## src/rtl/cache_range_maint.sv

```systemverilog
// cache_range_maint: walks a set range of the D$ and cleans, flushes or invalidates each line,
// writing dirty lines back over a req/ack bus.
module cache_range_maint #(
  parameter int PA_BITS   = 56,
  parameter int NUMLINES  = 128,
  parameter int NUMWAYS   = 4,
  parameter int OFFSETLEN = 6,
  parameter int SETLEN    = $clog2(NUMLINES),
  parameter int TAGLEN    = PA_BITS - SETLEN - OFFSETLEN,
  parameter int CNTW      = SETLEN + $clog2(NUMWAYS) + 1
) (
  input  logic                 clk,
  input  logic                 reset,
  input  logic                 Start,
  input  logic [1:0]           Mode,
  input  logic [SETLEN-1:0]    SetLo,
  input  logic [SETLEN-1:0]    SetHi,
  output logic                 Busy,
  output logic                 Done,
  output logic                 ArrayRdEn,
  output logic [SETLEN-1:0]    ArraySet,
  output logic [NUMWAYS-1:0]   ArrayWay,
  input  logic                 ValidIn,
  input  logic                 DirtyIn,
  input  logic [TAGLEN-1:0]    TagIn,
  output logic                 ClearDirty,
  output logic                 ClearValid,
  output logic                 BusReq,
  output logic [PA_BITS-1:0]   BusAdr,
  input  logic                 BusAck,
  output logic [CNTW-1:0]      LinesWritten
);
  typedef enum logic [2:0] {IDLE, READ, CHECK, WB, UPDATE, ADVANCE, DONE} state_t;
  state_t r_state, w_next;
  logic [1:0]         r_mode;
  logic [SETLEN-1:0]  r_set, r_hi;
  logic [NUMWAYS-1:0] r_way;
  logic [TAGLEN-1:0]  r_tag;
  logic               r_wb;
  logic [CNTW-1:0]    r_cnt;
  logic               w_last;
  // termination is tested before the set counter moves, so SetHi = NUMLINES-1 never wraps
  assign w_last = r_way[NUMWAYS-1] && (r_set == r_hi);
  always_ff @(posedge clk or negedge reset)
    if (!reset) r_state <= IDLE;
    else        r_state <= w_next;
  always_comb begin
    w_next = r_state;
    case (r_state)
      IDLE:    w_next = !Start ? IDLE : (SetLo > SetHi) ? DONE : READ;
      READ:    w_next = CHECK;
      CHECK:   w_next = !ValidIn ? ADVANCE : (r_mode == 2'd2) ? UPDATE :
                        DirtyIn ? WB : (r_mode == 2'd1) ? UPDATE : ADVANCE;
      WB:      w_next = BusAck ? UPDATE : WB;
      UPDATE:  w_next = ADVANCE;
      ADVANCE: w_next = w_last ? DONE : READ;
      DONE:    w_next = IDLE;
      default: w_next = IDLE;
    endcase
  end
  always_ff @(posedge clk or negedge reset)
    if (!reset) begin
      r_mode <= 2'd0;
      r_set  <= '0;
      r_hi   <= '0;
      r_way  <= NUMWAYS'(1);
      r_tag  <= '0;
      r_wb   <= 1'b0;
      r_cnt  <= '0;
    end else
      case (r_state)
        IDLE: if (Start) begin
          r_mode <= (Mode == 2'd3) ? 2'd0 : Mode;
          r_set  <= SetLo;
          r_hi   <= SetHi;
          r_way  <= NUMWAYS'(1);
          r_cnt  <= '0;
        end
        CHECK: begin
          r_tag <= TagIn;
          r_wb  <= 1'b0;
        end
        WB: if (BusAck) begin
          r_cnt <= r_cnt + 1'b1;
          r_wb  <= 1'b1;
        end
        ADVANCE: if (!w_last) begin
          r_way <= r_way[NUMWAYS-1] ? NUMWAYS'(1) : r_way << 1;
          if (r_way[NUMWAYS-1]) r_set <= r_set + 1'b1;
        end
        default: ;
      endcase
  assign Busy         = r_state != IDLE;
  assign Done         = r_state == DONE;
  assign ArrayRdEn    = r_state == READ;
  assign ArraySet     = r_set;
  assign ArrayWay     = r_way;
  assign ClearDirty   = (r_state == UPDATE) && r_wb;
  assign ClearValid   = (r_state == UPDATE) && (r_mode != 2'd0);
  assign BusReq       = r_state == WB;
  assign BusAdr       = (r_state == WB) ? {r_tag, r_set, {OFFSETLEN{1'b0}}} : '0;
  assign LinesWritten = r_cnt;
endmodule

```

## config.mk

```make
export PLATFORM = sky130hd
export DESIGN_NAME = cache_range_maint
export DESIGN_NICKNAME = d
export VERILOG_FILES = /design/src/rtl/cache_range_maint.sv
export SDC_FILE = /design/constraint.sdc
export NUM_CORES = 1
export LEC_CHECK = 0
export BUFFER_PORTS_ARGS = -buffer_cell sky130_fd_sc_hd__buf_2
export CAP_MARGIN = 30
export CORE_ASPECT_RATIO = 0.8
export CORE_UTILIZATION = 45
export CTS_CLUSTER_SIZE = 14
export DETAILED_ROUTE_END_ITERATION = 7
export PLACE_DENSITY = 0.79
export SLEW_MARGIN = 20
export SYNTH_ARGS = -nofsm -noshare
export SYNTH_HDL_FRONTEND = slang
export SYNTH_SLANG_ARGS = --single-unit
```

## constraint.sdc

```tcl
create_clock -name clk -period 1.5 [get_ports clk]
set_input_delay 0.45 -clock clk [delete_from_list [all_inputs] [get_ports clk]]
set_output_delay 0.45 -clock clk [all_outputs]
set_load 0.03 [all_outputs]
```

==> impl_metrics.tcl <==
set metrics [dict create \
    avgSynthCellArea_um2 10.5 \
    insertion_delay_ps 350 \
    r2r-end "LinesWritten[5]$_DFFE_PN0P_" \
    ys_ff_latch 77 \
    yosysWarnings 0 \
    arrival_ps 1540 \
    cp_max_fo 7 \
    finalSetupTns_ps -42860 \
    wirelength_um 13500 \
    cellLeakagePower_nw 3.21 \
    synthArstFlopShare 1.00 \
    first_global_vias 3719 \
    worstSetupPathType "reg2out" \
    grtUsageTotal 0.252 \
    synth_edf_count 0 \
    critPathRequiredTime_ps 1050 \
    grt_pass1_wl_um 18200 \
    final-hold-violation-count 0 \
    powerDensity_mw_per_mm2 2020 \
    dp.cells 666 \
    rsz0062_at_grt "true" \
    clock-skew-final_ps 4.16 \
    synth.most_common_cell "dfrtp_1" \
    r2r.worst_path.cells 7 \
    reg2reg_slack_ps -400 \
    crit_start "r_state[1]$_DFF_PN0_" \
    synthTopCellsByArea "dfrtp_1 (47%), mux2_2 (12%), and3_1 (8.9%)" \
    status "complete, but fails checks" \
    yosysUniqueCellTypes 47 \
    netlist_instances 381 \
    syn_area_mm2 0.00401 \
    reg2reg_from "r_state[0]$_DFF_PN0_" \
    grt_start_max_net_pins 78 \
    place.gp.congestion 0.993 \
    seq_area_frac_synth 0.481 \
    antenna_found_initial 0 \
    vias_per_cell 5.58 \
    die_w_um 108 \
    drive_gt1_frac 0.662 \
    fmax_ghz 0.502 \
    period_needed_ps 1990 \
    drc_errors 0 \
    clock-sinks 77 \
    pin_count 148 \
    cts-buffers-inserted 9 \
    num_vias 3959 \
    yosysTopAreaCell "dfrtp_1" \
    hold_path.class "in2async" \
    finalSetupViolCount 125 \
    synthFlopType "dfrtp_1" \
    root_buffer "clkbuf_8" \
    dr.pass1.iters 5 \
    syn_to_final_growth_pct 70.3 \
    diodes 0 \
    cts_max_path_buffers 2 \
    worst_setup_path_end_kind "primary output" \
    drv_cap 0 \
    io_buffer_count 141 \
    post-route-period-util 1.33 \
    fin_ws_ps -490 \
    rows 30 \
    cts.clk_slew.worst_paths_ps 80 \
    fp.dieH_um 86.4 \
    synth_common_cells "dfrtp_1 (76), and3_1 (57), mux2_2 (44), nand2_1 (29), o21ai_0 (19)" \
    htree_levels 3 \
    ant_nets 0 \
    violations "setup timing" \
    grt-ovfl-total 0 \
    final_nets 667 \
    slew_viol_final 0 \
    layoutNonFillerInstCount 710 \
    final_util 0.798 \
    place_hpwl_um 7590 \
    wl_per_cell_um 19.0 \
    vdd_drop_max_uv 1270 \
    drt-initial-drc-count 215 \
    dieArea_mm2 0.00929 \
    initial_core_util 0.468 \
    synth_top_area_frac 0.474 \
    core_area_mm2 0.00856 \
    startpoint_type "flip-flop" \
    cts_tree "done" \
]
## through the flow
step / area (um2) / worst slack (ps) / hold slack [ps] / total power [W]
finish: 6830 / -490 / 100 / 0.0138
global route: 6830 / -549 / 134 / 0.0144
CTS: 6440 / -483 / 120 / 0.0127
detailed placement: 5580 / -256 / 484 / 0.00969
global placement: 5580 / -208 / 484 / 0.00945
floorplan: 4450 / -140 / 154 / 0.00777
## sequential cells by signal, summed over array words and instances, names as in the netlist
name / count
r_mode: 2
LinesWritten: 10
r_state: 3
r_tag: 43
r_hi: 7
ArrayWay: 4
r_wb: 1
ArraySet: 7
## report_power, final
group	internal (W)	total [W]	leakage [nW]	switching (W)
Sequential	0.00304	0.00375	0.923	0.000712
Combinational	0.00428	0.00814	2.16	0.00386
Clock	0.00112	0.00189	0.126	0.000773
## logic make-up after synthesis
group | synth area share
AND/OR/NAND/NOR | 0.205
flip-flops | 0.481
AO/OA/AOI/OAI | 0.0802
multiplexers | 0.124
buffers and inverters | 0.0527
XOR/XNOR | 0.0284
adder cells (fa/ha/maj) | 0.0281
other | 0.000935
## final cells by class
class,count,area [um2]
clock buffer,13,179
clock inverter,3,65.1
fill,489,1730
inverter,12,45.0
multi-input combinational,265,2370
sequential,77,1940
tap,112,140
timing repair buffer,228,2090
## per-layer routing
layer / vias up / GRT usage / wire (um)
li1: 1769 / - / -
met1: 1943 / 0.325 / 5560
met2: 207 / 0.431 / 6710
met3: 40 / 0.0421 / 871
met4: 0 / 0.0834 / 359
met5: - / 0 / 0
## worst max-delay path by stage
stage                         endpoint  depth (start not counted)
2_1_floorplan  ArraySet[1]$_DFFE_PN0P_                          4
5_1_grt                     BusAdr[49]                          5
6_report                    BusAdr[49]                          5
3_5_place_dp      r_state[1]$_DFF_PN0_                          7
3_3_place_gp      r_state[1]$_DFF_PN0_                          7
4_1_cts                     BusAdr[24]                          5
## timing repair
| action | 4_1_cts | 5_1_grt |
|---|---|---|
| endpoints found under the setup margin | 139 | 143 |
| pin swaps | 21 | 32 |
| hold endpoints to repair | 0 | 0 |
| gates resized for setup | 154 | 62 |
| gates cloned | 2 | 6 |
| hold buffers | 0 | 0 |
| buffers inserted | 10 | 14 |
## layout by cell type (no fill, tap or decap), types with 3 or more instances in the layout
cell type	n
a21oi_2	3
dfrtp_1	64
buf_6	90
nand2_2	3
buf_4	46
clkbuf_8	13
o21ai_0	9
o211ai_1	3
and3_4	52
a21oi_1	5
nor3_2	3
dfrtp_2	12
ha_1	8
clkbuf_16	5
buf_12	9
and3_1	5
o21ai_1	8
nor2_2	3
xnor2_1	9
nand2_1	26
and2_4	4
nand4_1	5
nor3_4	3
nand3b_1	6
nor2_1	8
xor2_1	4
inv_1	11
mux2_2	42
conb_1	6
nand3_1	9
nor2b_4	3
buf_2	75
## worst max-delay path: stages (launching register included)
cell	delay (ps)
dfrtp_1	390
nor2b_4	180
buf_12	160
clkbuf_16	150
and3_4	180
buf_6	120
Note: power is estimated with default switching activity, not from simulation.
